$ cat config.mk
export PLATFORM = sky130hd
export DESIGN_NAME = dst_axis_out
export DESIGN_NICKNAME = d
export VERILOG_FILES = /design/src/rtl/gemm_pkg.sv /design/src/rtl/axis_skid.sv /design/src/rtl/dst_axis_out.sv
export SDC_FILE = /design/constraint.sdc
export NUM_CORES = 1
export LEC_CHECK = 0
export BUFFER_PORTS_ARGS = -buffer_cell sky130_fd_sc_hd__buf_2
export CAP_MARGIN = 10
export CELL_PAD_IN_SITES_DETAIL_PLACEMENT = 1
export CELL_PAD_IN_SITES_GLOBAL_PLACEMENT = 2
export CORE_AREA = 2 2 153 125
export DETAILED_ROUTE_END_ITERATION = 12
export DIE_AREA = 0 0 155 127
export PLACE_DENSITY = 0.76
export SLEW_MARGIN = 20
export SYNTH_ARGS = -nofsm -noshare
export SYNTH_HDL_FRONTEND = slang
export SYNTH_SLANG_ARGS = --single-unit
$ cat constraint.sdc
create_clock -name clk -period 2.6 [get_ports clk]
set_input_delay 0 -clock clk [delete_from_list [all_inputs] [get_ports clk]]
set_output_delay 0 -clock clk [all_outputs]
set_load 0.05 [all_outputs]
$ cat src/rtl/gemm_pkg.sv
// Shared types and constants for the GEMM datapath.
// Holds the dst output-stage batch length and FSM state encoding.
package gemm_pkg;

   localparam int unsigned DST_BEATS = 16;

   typedef enum logic [1:0] {
      IDLE   = 2'd0,
      STREAM = 2'd1,
      DRAIN  = 2'd2
   } dst_state_t;

endpackage

$ cat src/rtl/axis_skid.sv
// Two-entry skid buffer: a main register driving the output plus one overflow register.
// in_ready is registered and reflects only whether the overflow register is empty.
module axis_skid #(
   parameter int unsigned W = 33
) (
   input  logic         clk,
   input  logic         rst,
   input  logic         in_valid,
   output logic         in_ready,
   input  logic [W-1:0] in_data,
   output logic         out_valid,
   input  logic         out_ready,
   output logic [W-1:0] out_data
);

   logic         main_valid_q, main_valid_d;
   logic         skid_valid_q, skid_valid_d;
   logic [W-1:0] main_data_q, main_data_d;
   logic [W-1:0] skid_data_q, skid_data_d;
   logic         in_ready_q;
   logic         accept;
   logic         out_fire;

   assign accept   = in_valid & in_ready_q;
   assign out_fire = main_valid_q & out_ready;

   always_comb begin
      main_valid_d = main_valid_q;
      main_data_d  = main_data_q;
      skid_valid_d = skid_valid_q;
      skid_data_d  = skid_data_q;
      if (skid_valid_q) begin
         // in_ready is low here, so only the drain path can move anything
         if (out_fire) begin
            main_data_d  = skid_data_q;
            skid_valid_d = 1'b0;
         end
      end else if (accept) begin
         if (!main_valid_q || out_fire) begin
            main_valid_d = 1'b1;
            main_data_d  = in_data;
         end else begin
            skid_valid_d = 1'b1;
            skid_data_d  = in_data;
         end
      end else if (out_fire) begin
         main_valid_d = 1'b0;
      end
   end

   always_ff @(posedge clk) begin
      if (rst) begin
         main_valid_q <= 1'b0;
         skid_valid_q <= 1'b0;
         main_data_q  <= '0;
         skid_data_q  <= '0;
         in_ready_q   <= 1'b1;
      end else begin
         main_valid_q <= main_valid_d;
         skid_valid_q <= skid_valid_d;
         main_data_q  <= main_data_d;
         skid_data_q  <= skid_data_d;
         in_ready_q   <= ~skid_valid_d;
      end
   end

   assign in_ready  = in_ready_q;
   assign out_valid = main_valid_q;
   assign out_data  = main_data_q;

endmodule

$ cat src/rtl/dst_axis_out.sv
// dst-side output stage: counts beats/batches of result words, tags the final word with tlast,
// and streams them through a skid buffer onto an AXI4-Stream master; pulses done when drained.
module dst_axis_out
   import gemm_pkg::*;
#(
   parameter int unsigned DW      = 32,
   parameter int unsigned BEATS   = DST_BEATS,
   parameter int unsigned BATCH_W = 16
) (
   input  logic               clk,
   input  logic               reset,
   input  logic               run,
   input  logic [BATCH_W-1:0] nbatch,
   input  logic               dst_valid,
   input  logic [DW-1:0]      dst_data,
   output logic               dst_ready,
   output logic               m_axis_tvalid,
   output logic [DW-1:0]      m_axis_tdata,
   output logic               m_axis_tlast,
   input  logic               m_axis_tready,
   output logic               busy,
   output logic               done
);

   localparam int unsigned    BCW       = (BEATS > 1) ? $clog2(BEATS) : 1;
   localparam logic [BCW-1:0] BEAT_LAST = BCW'(BEATS - 1);

   dst_state_t         state_q, state_d;
   logic [BCW-1:0]     beat_q, beat_d;
   logic [BATCH_W-1:0] batch_q, batch_d;
   logic [BATCH_W-1:0] nbatch_q, nbatch_d;
   logic               started_q, started_d;
   logic               done_q, done_d;

   logic               flush;
   logic               skid_in_ready;
   logic               skid_out_valid;
   logic [DW:0]        skid_out_data;
   logic               accept;
   logic               is_last;
   logic               last_fire;

   // Dropping run behaves exactly like reset: everything in flight is discarded.
   assign flush     = reset | ~run;
   assign dst_ready = skid_in_ready & (state_q == STREAM);
   assign accept    = dst_valid & dst_ready;
   assign is_last   = (beat_q == BEAT_LAST) && (batch_q == nbatch_q - BATCH_W'(1));
   assign last_fire = skid_out_valid & m_axis_tready & skid_out_data[DW];

   always_comb begin
      state_d   = state_q;
      beat_d    = beat_q;
      batch_d   = batch_q;
      nbatch_d  = nbatch_q;
      started_d = started_q;
      done_d    = 1'b0;
      unique case (state_q)
         IDLE: begin
            // started_q limits each run rising edge to a single start (or empty-run done)
            if (run && !started_q) begin
               started_d = 1'b1;
               if (nbatch != '0) begin
                  state_d  = STREAM;
                  nbatch_d = nbatch;
                  beat_d   = '0;
                  batch_d  = '0;
               end else begin
                  done_d = 1'b1;
               end
            end
         end
         STREAM: begin
            if (accept) begin
               if (beat_q == BEAT_LAST) begin
                  beat_d = '0;
                  if (is_last) begin
                     state_d = DRAIN;
                  end else begin
                     batch_d = batch_q + BATCH_W'(1);
                  end
               end else begin
                  beat_d = beat_q + BCW'(1);
               end
            end
         end
         DRAIN: begin
            if (last_fire) begin
               state_d = IDLE;
               done_d  = 1'b1;
            end
         end
         default: state_d = IDLE;
      endcase
   end

   always_ff @(posedge clk) begin
      if (flush) begin
         state_q   <= IDLE;
         beat_q    <= '0;
         batch_q   <= '0;
         nbatch_q  <= '0;
         started_q <= 1'b0;
         done_q    <= 1'b0;
      end else begin
         state_q   <= state_d;
         beat_q    <= beat_d;
         batch_q   <= batch_d;
         nbatch_q  <= nbatch_d;
         started_q <= started_d;
         done_q    <= done_d;
      end
   end

   axis_skid #(
      .W (DW + 1)
   ) u_skid (
      .clk       (clk),
      .rst       (flush),
      .in_valid  (accept),
      .in_ready  (skid_in_ready),
      .in_data   ({is_last, dst_data}),
      .out_valid (skid_out_valid),
      .out_ready (m_axis_tready),
      .out_data  (skid_out_data)
   );

   assign m_axis_tvalid = skid_out_valid;
   assign m_axis_tdata  = skid_out_data[DW-1:0];
   assign m_axis_tlast  = skid_out_valid & skid_out_data[DW];
   assign busy          = (state_q != IDLE);
   assign done          = done_q;

endmodule

Word level (Yosys, flattened, before mapping)
Cells that the tools add are included.
{"block": "word_totals", "wordCells": 91, "out_inout_bits": 37, "reg_bits": 109, "in_bits": 53}
{"block": "classes", "muxes": 33, "add_sub_neg": 3, "n_bitwise": 11, "reduce_logical": 20, "n_eq_ne": 13}
{"cell": "33-bit 2-to-1 mux", "count": 4}
{"cell": "16-bit 2-to-1 mux", "count": 5}
{"cell": "16-bit one-hot mux with 2 select lines", "count": 1}
{"cell": "16-bit by 1-bit adder with 16-bit output (second input constant)", "count": 1}
{"cell": "16-bit equality test", "count": 1}
{"cell": "4-bit 2-to-1 mux", "count": 4}
{"cell": "16-bit nonzero test", "count": 1}
{"cell": "16-bit by 1-bit subtractor with 16-bit output (second input constant)", "count": 1}
{"cell": "2-bit != test (second input constant)", "count": 7}
{"cell": "2-bit 2-to-1 mux", "count": 6}
{"cell": "3-bit AND reduction", "count": 4}
{"cell": "6-bit AND reduction", "count": 2}
{"cell": "1-bit 2-to-1 mux", "count": 10}
{"cell": "2-bit nonzero test", "count": 5}
{"cell": "4-bit one-hot mux with 2 select lines", "count": 1}
{"cell": "1-bit bitwise AND", "count": 6}
{"cell": "2-bit one-hot mux with 3 select lines", "count": 1}
{"cell": "4-bit by 1-bit adder with 4-bit output (second input constant)", "count": 1}
{"cell": "4-bit equality test (second input constant)", "count": 1}
{"cell": "2-bit by 1-bit != test with 1-bit output (second input constant)", "count": 2}
{"cell": "1-bit inverter", "count": 4}
{"cell": "4-bit AND reduction", "count": 1}
{"cell": "2-bit by 1-bit equality test with 1-bit output (second input constant)", "count": 1}
{"cell": "2-bit equality test (second input constant)", "count": 1}
{"cell": "7 further kinds", "count": 9}

Logic depth before layout (Yosys ltp)
Gate-level depths: netlist of run 1.
{"block": "depth", "depth_word": 7, "ltp_mapped": 13, "mapped_depth_nobuf": 10}

Hierarchy
A second synthesis of run 1 with hierarchy kept.
{"block": "unflattened", "cells_unflattened": 671, "area_unflattened_um2": 5739.3}
{"mod": "axis_skid", "area_each_um2": 3321.9, "n_inst": 1, "seq_area_each_um2": 1381.3, "cells_per_inst": 358}
{"mod": "dst_axis_out", "area_each_um2": 2417.3, "n_inst": 1, "seq_area_each_um2": 800.8, "cells_per_inst": 313}

Least setup slack after synthesis of run 1
OpenSTA, ideal clock, no wires.
{"block": "synth_timing", "path_type": "register to register", "from": "register nbatch_q[0]", "to": "register batch_q[14]", "setup_slack_ps": -253, "n_path_buf": 1, "required_time_ps": 2530, "arrival_ps": 2783, "period_less_slack_ps": 2853, "path_stages_with_launch": 12, "setup_time_ps": 70, "cell_sequence": "dfxtp_1 -> inv_1 -> ha_1 -> buf_2 -> nor4b_2 -> a21oi_1 -> a211o_1 -> a31oi_1 -> a311oi_2 -> a221o_1 -> or4_1 -> a21oi_1"}
{"block": "synth_between", "elab_chain_len": 5}
{"item": "from (decl)", "line_no": "dst_axis_out.sv:31", "text": "logic [BATCH_W-1:0] nbatch_q, nbatch_d;"}
{"item": "from (signal assigned)", "line_no": "dst_axis_out.sv:108", "text": "nbatch_q <= nbatch_d;"}
{"item": "16-bit by 1-bit subtractor with 16-bit output", "line_no": "dst_axis_out.sv:47", "text": "assign is_last = (beat_q == BEAT_LAST) && (batch_q == nbatch_q - BATCH_W'(1));"}
{"item": "16-bit equality test", "line_no": "dst_axis_out.sv:47"}
{"item": "1-bit logical AND", "line_no": "dst_axis_out.sv:47"}
{"item": "2-bit != test (no line)"}
{"item": "6-bit AND reduction (no line)"}
{"item": "to (signal assigned)", "line_no": "dst_axis_out.sv:107", "text": "batch_q <= batch_d;"}
{"item": "to (decl)", "line_no": "dst_axis_out.sv:30", "text": "logic [BATCH_W-1:0] batch_q, batch_d;"}
No other way between the ends.
A chain may end at the register's enable or synchronous reset.

Worst setup path after layout of run 1
{"block": "layout_timing", "from": "register nbatch_q[5]", "to": "register batch_q[14]"}
Same word-level chain as after synthesis.

==> impl_metrics.ini, run 1 <==
[run_status]
outcome = complete, but fails checks
violations = negative setup slack

[setup_path]
cp_cell_sequence = or4_4, o31ai_2, a32oi_1, mux2_4, and4_4, a221o_1, or4_4, a21oi_1
critPathMaxStageDelay_ps = 530
critical_path_class = reg -> reg
critPathArrivalTime_ps = 2950
startpoint_type = flop
end_kind = flop
r2r-end = batch_q[14]
reg2regPathDepth = 8
slowest_stage = or4_4
crit_fanout = 6
timing.critical_path.mode_cell = or4_4
cp-startpoint = nbatch_q[5]
endpoint = batch_q[14]
cp_top_family = simple AND/OR/NAND/NOR gates
crit_buf_inv = 0
cp.depth = 8
required_ps = 2890
r2r-start = nbatch_q[5]
r2r_setup_slack_ps = -60

[placement]
io_buffers = 89
hpwl_microns = 11500
gp_congestion = 0.883

[route]
wl_per_cell_microns = 16.3
wirelength_microns = 16600
drc_errors = 0
viasPerCell = 5.04
vias = 5121
ant_nets = 0
first_iter_violations = 215
dr.pass1.iters = 4

[timing]
fin_ws_ps = -58.6
finalHoldViolations = 0
setup_viol = 2
skew_ps = 11.3
slew_headroom = 0.590
maxSlewViolCount = 0
timing.final.crit_share = 1.02
worst_pin_slew_ps = 614
fmax_ghz = 0.376
setup_tns_ps = -72.2
rsz0062_at_grt = yes
whs_ps = 42.8
fin_crit_ps = 2660

[logic_synthesis]
synthTopCellsByArea = dfxtp_1 41%, nand2_1 8.0%, a21oi_1 6.7%
synth_enable_flop_cells = 0
synth_nets = 710
synth_top_cell_area_share = 0.406
syn_area_sq_mm = 0.00537
post-synth-top-count-cell = nand2_1
synth.distinct_cells = 60
synth-seq-cells = 109
synthFlopType = dfxtp_1
synthCells = 654
async_reset_ff_frac = 0
syn_avg_cell_area_sq_um = 8.21
yosysTopAreaCell = dfxtp_1
yosysWarnings = 0
yosys-top-cells-count = 114 x nand2_1, 109 x dfxtp_1, 72 x a21oi_1, 51 x nor2_1, 34 x mux2i_1
ys_seq_area_frac = 0.406

[pwr]
combPwrFrac = 0.139
p_per_area_mw_per_mm2 = 506
swShare = 0.275
pwr-share-seq = 0.471
ir_worst_vdd_v = 0.000323
total_switching_power_mw = 0.994
clkPwrFrac = 0.391
internal-power_mw = 2.62
p_leak_nw = 2.63

[global_route]
antenna_found_initial = 0
overflow = 0
grt_pass1_vias = 5317
track_usage = 0.168
grt_pass1_wl_microns = 26900
grt_max_degree = 69

[clock_network]
cts_tree = yes
cts_buffers = 9
cts_max_level = 3
clkSinkCount = 109
clock_path_buffers = 2
cts.clk_slew.worst_paths_ps = 80
insertion_delay_ps = 360
root_buffer = clkbuf_16

[floorplanning]
row_count = 44
dieWidth_microns = 155
core_area_sq_mm = 0.0180
num_io_pins = 90
die_h_microns = 127
dieArea_sq_mm = 0.0197
initial_core_util = 0.298

[cells_and_area]
diodes = 0
nFillCells = 2140
drive_above_1_share = 0.266
layout.nets = 838
final_util = 0.396
syn2layout_area_growth_pct = 32.8

[run]
cap_violations = 0

[worst_hold_path]
hp-class = in -> reg
## what timing repair did
action,in CTS,in global routing
buffers inserted,5,5
endpoints found under the hold margin,57,0
pin swaps,14,18
hold buffers,48,0
endpoints found under the setup margin,18,18
resized for setup,13,19
## how the worst min path moves through the flow
stage                        startpoint                    end  slack, ps  depth (start not counted)
after floorplan               nbatch[0]            nbatch_q[0]        130                          2
after global placement      dst_data[5]  u_skid.skid_data_q[5]        250                          3
after detailed placement     nbatch[15]           nbatch_q[15]        260                          3
after CTS                 m_axis_tready       u_skid.out_valid         40                          4
after global routing      m_axis_tready       u_skid.out_valid         90                          4
final                     m_axis_tready       u_skid.out_valid         40                          4
## state kept, by name, indices dropped and copies added (netlist names)
| register | cells |
|---|---|
| u_skid.in_ready | 1 |
| state_q | 2 |
| u_skid.out_data | 33 |
| u_skid.skid_data_q | 33 |
| batch_q | 16 |
| u_skid.out_valid | 1 |
| u_skid.skid_valid_q | 1 |
| nbatch_q | 16 |
| done | 1 |
| started_q | 1 |
| beat_q | 4 |
## per-stage QoR
stage	cells	cell area (sq um)	setup WS, ps	power, mW
floorplan	654	5450	-65.2	1.99
global placement	945	6160	-37.0	2.14
detailed placement	945	6160	-171	2.15
CTS	1014	7030	-44.0	3.65
global route	1017	7130	-140	3.76
finish	1017	7130	-58.6	3.61
## logic make-up after synthesis
family                   count (synthesis)  share of synthesized area
adder cells (fa/ha/maj)                  3                    0.00699
flip-flops                             109                      0.406
XOR/XNOR                                20                     0.0326
AND/OR/NAND/NOR                        252                      0.220
buffers and inverters                   83                     0.0836
AO/OA/AOI/OAI                          152                      0.185
multiplexers                            35                     0.0655
## cells in the final DEF (no fill, tap or decap), drive strengths merged, types with 3 or more instances in the layout
master       count
a31oi            3
nand3           16
a2111oi          4
clkinv           3
nand2b           4
and2             5
xnor2           11
and3             7
xor2             9
a41oi            3
dfxtp          109
o31ai            3
ha               3
dlygate4sd3     48
clkbuf          10
nand4            6
or4              5
mux2i           34
a211oi          33
buf            143
a31o             3
a21oi           72
or3              9
nor2            52
nor4             6
nor3            13
nand3b           5
o21ai           14
nand2          114
inv             12
## layer usage
| layer | vias up | part of all wire | track usage |
|---|---|---|---|
| met5 | - | 0 | 0 |
| met4 | 0 | 0.013 | 0.0403 |
| met3 | 12 | 0.036 | 0.0278 |
| met2 | 97 | 0.48 | 0.288 |
| met1 | 2484 | 0.47 | 0.221 |
| li1 | 2528 | - | - |
## final cells by class
class | count | area [sq um] | area share
well taps | 230 | 288 | 0.0403
inverters | 9 | 33.8 | 0.00474
clock buffers | 10 | 239 | 0.0335
clock inverters | 6 | 62.6 | 0.00877
repair buffers | 191 | 1370 | 0.192
flip-flops and latches | 109 | 2190 | 0.307
multi-input cells | 462 | 2950 | 0.413
## worst reg2reg max path, delay by kind of cell, from the launching register on
family             cells  cell delay, ps
and+or+nand+nor        3            1130
muxes                  1             290
AOI/OAI and AO/OA      4             820
DFF                    1             370
## power by group through the flow
stage               Clock, mW  Sequential (mW)  Combinational, mW
floorplan                   0             1.74              0.252
global placement            0             1.74              0.400
detailed placement          0             1.74              0.414
CTS                      1.47             1.70              0.484
global route             1.52             1.70              0.540
finish                   1.41             1.70              0.500
(Power assumes the default switching activity.)
==> inputs of run 2 (changes only) <==
--- a/config.mk
+++ b/config.mk
@@ -9,11 +9,12 @@
 export CAP_MARGIN = 10
 export CELL_PAD_IN_SITES_DETAIL_PLACEMENT = 1
 export CELL_PAD_IN_SITES_GLOBAL_PLACEMENT = 2
-export CORE_AREA = 2 2 153 125
+export CORE_AREA = 2 2 156 127
 export DETAILED_ROUTE_END_ITERATION = 12
-export DIE_AREA = 0 0 155 127
-export PLACE_DENSITY = 0.76
+export DIE_AREA = 0 0 158 129
+export PLACE_DENSITY_LB_ADDON = 0.1
 export SLEW_MARGIN = 20
 export SYNTH_ARGS = -nofsm -noshare
 export SYNTH_HDL_FRONTEND = slang
+export SYNTH_HIERARCHICAL = 1
 export SYNTH_SLANG_ARGS = --single-unit
==> constraint.sdc (replaced) <==
create_clock -name clk -period 2.4 [get_ports clk]
set_input_delay 0 -clock clk [delete_from_list [all_inputs] [get_ports clk]]
set_output_delay 0 -clock clk [all_outputs]
set_load 0.05 [all_outputs]
==> run 2 against run 1 <==
- the flow still finishes with violations (negative setup slack)
- first-iteration DRC count increased by 17%
- clock skew about the same
- clock power increased by 6%
- total power increased by 9.1%
- worst hold slack improved by 40 ps
- via count increased by 9.3%
- setup slack got worse by 140 ps
- largest cell class unchanged
- flip-flop and latch count unchanged
- area after synthesis increased by 6.9%
- count of clock-buffer cells in the layout decreased by 1
- global-route usage increased by 2.3 points
- largest power group unchanged
- critical path depth increased by 3
- critical path type unchanged
==> impl_metrics.ini, run 2 <==
[run_status]
outcome = complete, but fails checks
violations = negative setup slack

[logic_synthesis]
syn_area_sq_mm = 0.00574
synth_top_family_by_area = compound AO/OA/AOI/OAI gates
synthFlopType = dfxtp_1
synth-seq-cells = 109
ys_seq_area_frac = 0.380
synth_simple_gate_area_frac = 0.216
muxShareOfSynthArea = 0.0610
post-synth-top-count-cell = dfxtp_1
synth_enable_flop_cells = 0
synth.distinct_cells = 56
synth_nets = 727
yosysTopAreaCell = dfxtp_1
yosys-top-cells-count = 109 x dfxtp_1, 92 x a21oi_1, 56 x nand2_1, 48 x nand3_1
synthCells = 671
synth-compound-area-share = 0.235
synthTopCellsByArea = dfxtp_1 38%, a21oi_1 8.0%, mux2i_1 6.1%
synthAdderAreaFrac = 0.00654
synth_top_cell_area_share = 0.380
async_reset_ff_frac = 0
syn_avg_cell_area_sq_um = 8.55
yosysWarnings = 6
synth_xor_area_frac = 0.0443

[cells_and_area]
finish.instance_area_sq_mm = 0.00779
drive_above_1_share = 0.270
layout.nets = 885
mostFrequentLayoutCells = 104 x dfxtp_1, 89 x a21oi_1, 89 x buf_2
final_common_cell = dfxtp_1
syn2layout_area_growth_pct = 35.8
final_cells = 1093

[route]
drc_errors = 0
vias = 5595
wl_per_cell_microns = 17.6
wirelength_microns = 19200
ant_nets = 0
first_iter_violations = 252
viasPerCell = 5.12
dr.pass1.iters = 6

[timing]
slew_headroom = 0.583
setup_viol = 20
setup_tns_ps = -2140
fin_ws_ps = -203
maxSlewViolCount = 0
finalHoldViolations = 0
worst_pin_slew_ps = 626
fin_crit_ps = 2600
rsz0062_at_grt = yes
fmax_ghz = 0.384
skew_ps = 11.5
timing.final.crit_share = 1.08

[worst_hold_path]
hp-class = in -> reg

[clock_network]
cts_tree = yes
cts_max_level = 3
root_buffer = clkbuf_16
clock_path_buffers = 2
cts_buffers = 9
clkSinkCount = 109
cts.clk_slew.worst_paths_ps = 80
insertion_delay_ps = 360

[setup_path]
r2r-end = batch_q[14]
r2r-start = nbatch_q[0]
end_kind = flop
r2r_setup_slack_ps = -200
startpoint_type = flop
critPathArrivalTime_ps = 2850
cp.depth = 11
critPathMaxStageDelay_ps = 360
reg2regPathDepth = 11
critical_path_class = reg -> reg
crit_buf_inv = 2
endpoint = batch_q[14]
slowest_stage = a211o_4
required_ps = 2640
cp-startpoint = nbatch_q[0]
crit_fanout = 5
cp_cell_sequence = buf_4, or2_2, o21ai_2, a211oi_1, or3_1, nor2b_4, a211o_4, buf_6, a211o_1, xor2_1, nor2_1
cp_top_family = compound AO/OA/AOI/OAI gates

[global_route]
grt_pass1_wl_microns = 30900
top_usage_layer = met2
met3_usage = 0.0280
met2_usage = 0.316
grt_use_met1 = 0.269
overflow = 0
grt_max_degree = 68
antenna_found_initial = 0
track_usage = 0.191
grt_pass1_vias = 5899

[floorplanning]
initial_core_util = 0.305
dieArea_sq_mm = 0.0204
die_h_microns = 129
core_area_sq_mm = 0.0188
num_io_pins = 90
row_count = 45
dieWidth_microns = 158

[pwr]
p_total_mw = 3.94
p_leak_nw = 2.85
p_per_area_mw_per_mm2 = 505
ir_worst_vdd_v = 0.000315

[run]
cap_violations = 0

[placement]
gp_congestion = 0.842
place_inst = 1022
hpwl_microns = 13000
io_buffers = 89
placed_cell_area_sq_mm = 0.00683
## run 2: changes by cell type in the layout (fill, tap and decap cells not counted), moves of 7 or more
cell,delta
nand2_1,-59
o31ai_1,+34
or4_1,+34
a21bo_1,+31
nand3_1,+31
a211oi_1,-29
nor2_1,-26
a21oi_1,+20
buf_4,+9
o21ai_0,-7
## run 2: power breakdown
group | total (mW) | internal, mW | switching, mW
Clock | 1.50 | 0.731 | 0.765
Sequential | 1.84 | 1.82 | 0.0183
Combinational | 0.601 | 0.279 | 0.321
## run 2: area by class of cell
type | count | area (sq um)
diodes | 1 | 2.50
inverters | 10 | 37.5
repair buffers | 209 | 1550
multi-input cells | 490 | 3400
clock inverters | 7 | 62.6
fillers | 2252 | 11000
clock buffers | 9 | 225
well taps | 258 | 323
flip-flops and latches | 109 | 2190
## run 2: worst min path at each step
stage / startpoint / to / depth (start not counted)
after floorplan: m_axis_tready / u_skid/skid_valid_q / 1
after global placement: nbatch[10] / nbatch_q[10] / 3
after detailed placement: nbatch[3] / nbatch_q[3] / 3
after CTS: run / done / 5
after global routing: run / done / 5
final: run / done / 5
## run 2: cell families after synthesis
| logic type | after synthesis |
|---|---|
| AO/OA/AOI/OAI | 196 |
| XOR/XNOR | 29 |
| adder cells (fa/ha/maj) | 3 |
| buffers and inverters | 72 |
| flip-flops | 109 |
| multiplexers | 35 |
| AND/OR/NAND/NOR | 227 |
## run 2: worst reg2reg max path, stage by stage, from the launching register on
cell and delay, ps:
dfxtp_2 330, buf_4 150, or2_2 320, o21ai_2 160
a211oi_1 80, or3_1 340, nor2b_4 150, a211o_4 360
buf_6 140, a211o_1 290, xor2_1 130, nor2_1 50
## run 2: repair_timing
item	in CTS	in global routing
buffers inserted	2	3
pin swaps	6	18
hold buffers	49	0
gates cloned	0	0
setup endpoints to repair	20	20
resized for setup	4	27
endpoints found under the hold margin	51	0
## run 2: metrics by stage
step	worst slack, ps	utilization	hold slack (ps)
after floorplan	-81.3	-	118
after global placement	-172	0.363	263
after detailed placement	-274	0.363	267
after CTS	-228	0.406	67.4
after global routing	-338	0.414	93.9
final	-203	0.414	82.4
## run 2: routing by layer
layer | routed length, microns | up-vias
met1 | 9740 | 2712
met2 | 8690 | 88
met5 | 0 | -
met3 | 657 | 8
met4 | 119 | 0
li1 | - | 2787
